`src/rtl/lm70_pkg.sv`:
```
// lm70_pkg: shared types and frame field positions for the LM70 read sequencer.
package lm70_pkg;
  typedef enum logic [2:0] {
    ST_IDLE,
    ST_CS_SETUP,
    ST_SHIFT,
    ST_CS_HOLD,
    ST_UPDATE,
    ST_WAIT
  } state_t;
  localparam int LM70_FRAME_BITS = 16;
  localparam int TEMP_MSB = 15;
  localparam int TEMP_LSB = 7;
  localparam int ID_MSB = 4;
  localparam int ID_LSB = 2;
  localparam logic [2:0] ID_VAL = 3'b111;
endpackage

```
`src/rtl/lm70_sck_gen.sv`:
```
// lm70_sck_gen: registered SCK with CLK_DIV-cycle half periods and edge strobes.
module lm70_sck_gen #(
  parameter int CLK_DIV = 4
) (
  input  logic clk,
  input  logic rst,
  input  logic i_en,
  output logic o_sck,
  output logic o_rise,
  output logic o_fall
);
  localparam int CW = $clog2(CLK_DIV);
  logic [CW-1:0] r_cnt;
  logic          r_sck;
  logic          w_wrap;
  // Strobes fire in the cycle whose closing edge moves the registered sck.
  assign w_wrap = i_en && (r_cnt == CW'(CLK_DIV - 1));
  assign o_rise = w_wrap && !r_sck;
  assign o_fall = w_wrap && r_sck;
  assign o_sck  = r_sck;
  always_ff @(posedge clk or posedge rst) begin
    if (rst) begin
      r_cnt <= '0;
      r_sck <= 1'b0;
    end else if (!i_en) begin
      r_cnt <= '0;
      r_sck <= 1'b0;
    end else begin
      r_cnt <= w_wrap ? '0 : r_cnt + 1'b1;
      r_sck <= w_wrap ? !r_sck : r_sck;
    end
  end
endmodule

```
`src/rtl/lm70_ctrl.sv`:
```
// lm70_ctrl: periodic LM70 frame reader with hysteretic over-temperature flag.
module lm70_ctrl
  import lm70_pkg::*;
#(
  parameter int CLK_DIV       = 4,
  parameter int SAMPLE_CYCLES = 1000,
  parameter int HYST          = 2
) (
  input  logic       clk,
  input  logic       rst,
  input  logic       en,
  input  logic [7:0] setpoint,
  input  logic       sio,
  output logic       sck,
  output logic       cs_n,
  output logic [8:0] temp_out,
  output logic       temp_valid,
  output logic       over_temp,
  output logic       frame_err,
  output logic       busy
);
  localparam int CMAX = (SAMPLE_CYCLES > CLK_DIV) ? SAMPLE_CYCLES : CLK_DIV;
  localparam int CW   = $clog2(CMAX + 1);
  state_t           r_state, w_next;
  logic [CW-1:0]    r_cnt;
  logic [4:0]       r_bits;
  logic [15:0]      r_sr;
  logic             r_cs_n, r_valid, r_over, r_err;
  logic [8:0]       r_temp;
  logic             w_rise, w_fall, w_sck, w_cs_n_d, w_busy;
  logic             w_div_done, w_wait_done, w_id_ok, w_over_d;
  logic [8:0]       w_temp;
  logic signed [9:0] w_t, w_s, w_sh;
  lm70_sck_gen #(.CLK_DIV(CLK_DIV)) u_sck (
    .clk   (clk),
    .rst   (rst),
    .i_en  (r_state == ST_SHIFT),
    .o_sck (w_sck),
    .o_rise(w_rise),
    .o_fall(w_fall)
  );
  assign w_div_done  = r_cnt == CW'(CLK_DIV - 1);
  assign w_wait_done = r_cnt == CW'(SAMPLE_CYCLES);
  always_ff @(posedge clk or posedge rst) begin
    if (rst) r_state <= ST_IDLE;
    else     r_state <= w_next;
  end
  always_comb begin
    w_next = r_state;
    case (r_state)
      ST_IDLE:     w_next = en ? ST_CS_SETUP : ST_IDLE;
      ST_CS_SETUP: w_next = w_div_done ? ST_SHIFT : ST_CS_SETUP;
      ST_SHIFT:    w_next = (w_fall && r_bits == 5'(LM70_FRAME_BITS)) ? ST_CS_HOLD : ST_SHIFT;
      ST_CS_HOLD:  w_next = w_div_done ? ST_UPDATE : ST_CS_HOLD;
      ST_UPDATE:   w_next = en ? ST_WAIT : ST_IDLE;
      ST_WAIT:     w_next = w_wait_done ? (en ? ST_CS_SETUP : ST_IDLE) : ST_WAIT;
      default:     w_next = ST_IDLE;
    endcase
  end
  // cs_n is registered from the next state so it lands exactly on state entry.
  always_comb begin
    w_cs_n_d = !(w_next inside {ST_CS_SETUP, ST_SHIFT, ST_CS_HOLD});
    w_busy   = r_state inside {ST_CS_SETUP, ST_SHIFT, ST_CS_HOLD, ST_UPDATE};
  end
  assign w_temp  = r_sr[TEMP_MSB:TEMP_LSB];
  assign w_id_ok = r_sr[ID_MSB:ID_LSB] == ID_VAL;
  assign w_t     = {w_temp[8], w_temp};
  assign w_s     = {{2{setpoint[7]}}, setpoint};
  assign w_sh    = w_s + 10'(HYST);
  assign w_over_d = (w_t >= w_sh) ? 1'b1 : (w_t < w_s) ? 1'b0 : r_over;
  always_ff @(posedge clk or posedge rst) begin
    if (rst) begin
      r_cnt   <= '0;
      r_bits  <= '0;
      r_sr    <= '0;
      r_cs_n  <= 1'b1;
      r_valid <= 1'b0;
      r_over  <= 1'b0;
      r_err   <= 1'b0;
      r_temp  <= '0;
    end else begin
      r_cnt   <= (w_next != r_state) ? '0 : r_cnt + 1'b1;
      r_bits  <= (r_state != ST_SHIFT) ? '0 : r_bits + 5'(w_rise);
      r_sr    <= w_rise ? {r_sr[14:0], sio} : r_sr;
      r_cs_n  <= w_cs_n_d;
      r_valid <= r_state == ST_UPDATE;
      if (r_state == ST_UPDATE) begin
        r_err <= !w_id_ok;
        if (w_id_ok) begin
          r_temp <= w_temp;
          r_over <= w_over_d;
        end
      end
    end
  end
  assign sck        = w_sck;
  assign cs_n       = r_cs_n;
  assign temp_out   = r_temp;
  assign temp_valid = r_valid;
  assign over_temp  = r_over;
  assign frame_err  = r_err;
  assign busy       = w_busy;
endmodule

```
`config.mk`:
```
export PLATFORM = sky130hd
export DESIGN_NAME = lm70_ctrl
export DESIGN_NICKNAME = d
export VERILOG_FILES = /design/src/rtl/lm70_pkg.sv /design/src/rtl/lm70_sck_gen.sv /design/src/rtl/lm70_ctrl.sv
export SDC_FILE = /design/constraint.sdc
export NUM_CORES = 1
export LEC_CHECK = 0
export ABC_CLOCK_PERIOD_IN_PS = 2400
export BUFFER_PORTS_ARGS = -buffer_cell sky130_fd_sc_hd__buf_2
export CORE_MARGIN = 1.5
export CORE_UTILIZATION = 50
export DETAILED_ROUTE_END_ITERATION = 8
export MAX_ROUTING_LAYER = met4
export PLACE_DENSITY = 0.74
export SKIP_CTS_REPAIR_TIMING = 1
export SYNTH_ARGS = -nofsm -noshare
export SYNTH_HDL_FRONTEND = slang
export SYNTH_SLANG_ARGS = --single-unit
```
`constraint.sdc`:
```
create_clock -name clk -period 2.4 [get_ports clk]
set_input_delay 0.36 -clock clk [delete_from_list [all_inputs] [get_ports clk]]
set_output_delay 0.36 -clock clk [all_outputs]
set_load 0.03 [all_outputs]
```
==> results.txt <==
The worst path in the final design needs a cycle of 2.06 ns, including I/O delays and setup. The number of cells on the worst reg-to-reg path is 6. The logic depth of the worst setup path including buffers was 11; the number of synthesis warnings was 0. The tools report the number of standard cells after synthesis as 243.

The floorplan step defined a die boundary enclosing 0.00594 mm^2. In the synthesized netlist the dominant register cell turns out to be sky130_fd_sc_hd__dfrtp_1. A synthesized cell averages 11.3 um^2.

TritonCTS built the clock tree. The fill cell instance count of the final layout came out at 468. The most critical setup path has its startpoint at setpoint[3].

The critical path goes through buf_2, inv_1, nor3_2, nand3_1, o21ai_0, ha_1, inv_1, or3_1, a2111oi_2, o21ai_0, a32o_1. The classification of the worst-slack hold path is primary input to register. For this run, the register share of the synthesized area comes to 45.7%. The dominant cell type by area after synthesis is sky130_fd_sc_hd__dfrtp_1.

The largest single stage delay on the critical path is 0.40 ns. The logs give 50 for the number of distinct standard cells referenced by the synthesized netlist and 52.7% for the starting density of the core. In the final design database the tool counted 314 nets. CTS built an H-tree with a depth of 2. The detailed router's first-iteration violation count is 63. In this run, synthesis produced a sequential element count of 50. The longest clock path from root to sink contains 2 buffers. The wire-length estimate of the detail-placed layout is 3.46 mm. The detailed-route wire length per cell came out at 13.6 um.

TritonCTS created 5 clock buffers. The run gives 28.3% as the routing usage on met2. Buffers placed on the I/O ports in this run total 26.

Cell family with the largest share of critical-path delay: compound AO/OA/AOI/OAI gates. For the overall fraction of global-route tracks in use, the log shows 18.6%. The worst setup path is captured at a register. The tools report the origin of the critical flop-to-flop path as r_sr[15]. The detailed router placed 1892 vias in this run.

The chip width was 77.0 um. The floorplan die height came out at 77.0 um. For this run the aggregate overflow at the end of global routing stands at 0. Counting flops with a built-in enable in the synthesized netlist gives 0. The finished cells cover 0.00311 mm^2. The final non-filler cell total came out at 350. On the critical path, the stage with the largest delay is an instance of sky130_fd_sc_hd__or3_1. By area the synthesized netlist is led by sky130_fd_sc_hd__dfrtp_1 (45%), sky130_fd_sc_hd__ha_1 (10%), sky130_fd_sc_hd__mux2_2 (9.9%).

The tools report the final worst slack as 0.335 ns. The number of endpoints failing setup at the final stage is 0, and the routed via count divided by cell count is 5.41. The final-report max-slew violation count was 0; the share of flip-flops with an asynchronous set or reset was 100%. Global routing used 3.21% of the available met3 tracks.

The tools report the worst relative slew slack as 69.2%. The total length of routed wires is 4.78 mm. The multi-input combinational cells in the finished layout cover a total of 0.00140 mm^2. Last weighted congestion value of the routability-driven placer: 0.843. The first-pass GRT wire length is 8.63 mm. STA classifies the critical path startpoint as a primary input.

The row count was 26; the number of buffer and inverter instances along the worst setup path was 3. The final critical path takes up 86.0% of the cycle. The run finished with clean final reports. The clock root buffer was sky130_fd_sc_hd__clkbuf_8.

For this run, design rule violations remaining after detail routing come to 0. Relative to the synthesized area, the layout overhead comes to 13.5%. The tools report the leakage power total as 0.00161 uW. For the final hold violation count, the log shows 0. For the number of global-route vias before repair, the log shows 1793. The tools report the reg-to-reg endpoint as over_temp. The tools report the count of max-cap constraint violations as 0. The post-placement worst setup slack was -0.128 ns. Maximum clock frequency: 0.484 GHz.

The number of antenna violations at the first check in global routing is 0, and the number of nets with antenna violations after routing is 0. Dividing total power by cell area gives a power density of 749 mW/mm^2. On the final layout, the worst hold slack is 0.305 ns. After routing, the total negative slack on setup checks comes to 0 ns.

Entering global routing, the biggest net connects 23 pins. The highest fanout seen on the critical path was 2; the post-synthesis instance area was 0.00274 mm^2. The setup check on the worst reg-to-reg path leaves a slack of 0.43 ns. The sequential cells in the finished layout cover a total of 0.00125 mm^2. The fraction of final layout cells with drive strength greater than 1 came out at 29.3%. The run gives 5 as the iteration count of the initial detailed-routing pass. The met1 track utilization from global routing was 24.8%; the data arrival time of the worst path was 2.26 ns.

Worst setup path endpoint: over_temp. For the worst setup path, the data required time is 2.59 ns. The antenna cell count is 0.

Clock tree synthesis found a total of 50 sinks. The setup clock skew after layout came out at 0.00642 ns. For the worst voltage drop across the vdd grid, the log shows 0.797 mV.

Clock latency on the worst-skew pair, taken at its later pin, is 0.30 ns. The share of synthesized area in the top cell type comes to 44.7%. After clock tree synthesis, the clock-pin slew on the worst setup and hold paths is 0.09 ns.

The total placed instance area came out at 0.00298 mm^2. The area of the core was 0.00520 mm^2. For the pin with the worst max-slew slack, the measured transition is 0.462 ns. Counting every net in the synthesized netlist gives 278. The busiest metal layer after global routing is met2.

Counting tap cells, the placed design contains a total of 341 instances. Setup repair after global routing left no endpoint under its margin. The critical path is of the primary input to register type.

27 I/O pins were placed.
-- synth_stat cells, types with 2 or more instances --
| master | number |
|---|---|
| sky130_fd_sc_hd__xnor2_1 | 10 |
| sky130_fd_sc_hd__nor2_2 | 4 |
| sky130_fd_sc_hd__xor2_1 | 7 |
| sky130_fd_sc_hd__ha_1 | 23 |
| sky130_fd_sc_hd__nor2_1 | 20 |
| sky130_fd_sc_hd__and3_1 | 3 |
| sky130_fd_sc_hd__nor3b_1 | 3 |
| sky130_fd_sc_hd__nand3_1 | 13 |
| sky130_fd_sc_hd__a21oi_1 | 7 |
| sky130_fd_sc_hd__or2_2 | 2 |
| sky130_fd_sc_hd__buf_4 | 2 |
| sky130_fd_sc_hd__nor3_1 | 5 |
| sky130_fd_sc_hd__and2_1 | 3 |
| sky130_fd_sc_hd__or3_1 | 3 |
| sky130_fd_sc_hd__dfrtp_1 | 49 |
| sky130_fd_sc_hd__o21a_1 | 2 |
| sky130_fd_sc_hd__nand2_1 | 5 |
| sky130_fd_sc_hd__nand3b_1 | 2 |
| sky130_fd_sc_hd__inv_1 | 17 |
| sky130_fd_sc_hd__mux2_2 | 24 |
| sky130_fd_sc_hd__nor2b_1 | 3 |
| sky130_fd_sc_hd__o21ai_0 | 8 |
-- cell usage in the layout (no fill, tap or decap), types with 4 or more instances in the layout --
| cell | synthesis | routed |
|---|---|---|
| sky130_fd_sc_hd__nor2_1 | 20 | 20 |
| sky130_fd_sc_hd__clkbuf_8 | 0 | 5 |
| sky130_fd_sc_hd__o21ai_0 | 8 | 8 |
| sky130_fd_sc_hd__buf_2 | 1 | 26 |
| sky130_fd_sc_hd__nand3_1 | 13 | 13 |
| sky130_fd_sc_hd__buf_4 | 2 | 7 |
| sky130_fd_sc_hd__xnor2_1 | 10 | 10 |
| sky130_fd_sc_hd__dfrtp_1 | 49 | 49 |
| sky130_fd_sc_hd__a21oi_1 | 7 | 7 |
| sky130_fd_sc_hd__inv_1 | 17 | 16 |
| sky130_fd_sc_hd__mux2_2 | 24 | 24 |
| sky130_fd_sc_hd__nand2_1 | 5 | 5 |
| sky130_fd_sc_hd__xor2_1 | 7 | 7 |
| sky130_fd_sc_hd__ha_1 | 23 | 23 |
| sky130_fd_sc_hd__nor3_1 | 5 | 4 |
| sky130_fd_sc_hd__nor2_2 | 4 | 4 |
-- cell type report --
| class | count | area share (%) |
|---|---|---|
| clock buffers | 5 | 2.21 |
| clock inverters | 3 | 1.45 |
| inverters | 17 | 2.05 |
| multi-input cells | 171 | 45.0 |
| flip-flops and latches | 50 | 40.2 |
| well taps | 70 | 2.81 |
| repair buffers | 34 | 6.19 |
-- worst register-to-register path, cell delays in order, from the launching register on --
cell and delay, ns:
sky130_fd_sc_hd__dfrtp_1 0.43, sky130_fd_sc_hd__ha_1 0.29, sky130_fd_sc_hd__inv_1 0.05, sky130_fd_sc_hd__or3_1 0.40, sky130_fd_sc_hd__a2111oi_2 0.34, sky130_fd_sc_hd__o21ai_0 0.13, sky130_fd_sc_hd__a32o_1 0.22
-- cells by family (layout without fill, tap and decap cells) --
family,count (synthesis),in the layout,share of synthesized area (%)
AND/OR/NAND/NOR,77,77,16.8
buffers and inverters,22,59,3.61
multiplexers,24,24,9.86
AO/OA/AOI/OAI,30,30,8.12
adder cells (fa/ha/maj),23,23,10.5
XOR/XNOR,17,17,5.43
flip-flops,50,50,45.7
-- flip-flops by register name, indices dropped and copies added (netlist names) --
name / cells
r_sr: 16
r_cnt: 10
temp_out: 9
r_bits: 5
r_state: 3
u_sck.r_cnt: 2
cs_n: 1
frame_err: 1
over_temp: 1
temp_valid: 1
u_sck.o_sck: 1
-- layer usage --
metal  vias to the layer above  part of all wire, %
met2                        30                   46
li1                        936                    -
met4                         0                  2.5
met1                       916                   49
met3                        10                  2.7
met5                         -                    0
-- where the power goes --
| part | switching (uW) | total, uW | internal (uW) |
|---|---|---|---|
| Clock | 285 | 595 | 310 |
| Sequential | 134 | 1080 | 948 |
| Combinational | 375 | 653 | 278 |
-- per-stage QoR --
step | power (uW) | util, %
2_1_floorplan | 1610 | -
3_3_place_gp | 1730 | 57.2
3_5_place_dp | 1740 | 57.2
4_1_cts | 2350 | 59.4
5_1_grt | 2480 | 59.8
6_report | 2330 | 59.8
-- worst min path at each step --
stage / from / to / slack, ns / cells after the start
3_3_place_gp: rst / temp_valid / 0.31 / 2
5_1_grt: sio / r_sr[0] / 0.31 / 2
6_report: sio / r_sr[0] / 0.31 / 2
4_1_cts: rst / temp_out[0] / -0.03 / 2
3_5_place_dp: rst / temp_out[0] / 0.31 / 2
2_1_floorplan: u_sck.r_cnt[0] / u_sck.r_cnt[0] / 0.42 / 1
(Power assumes the default switching activity.)
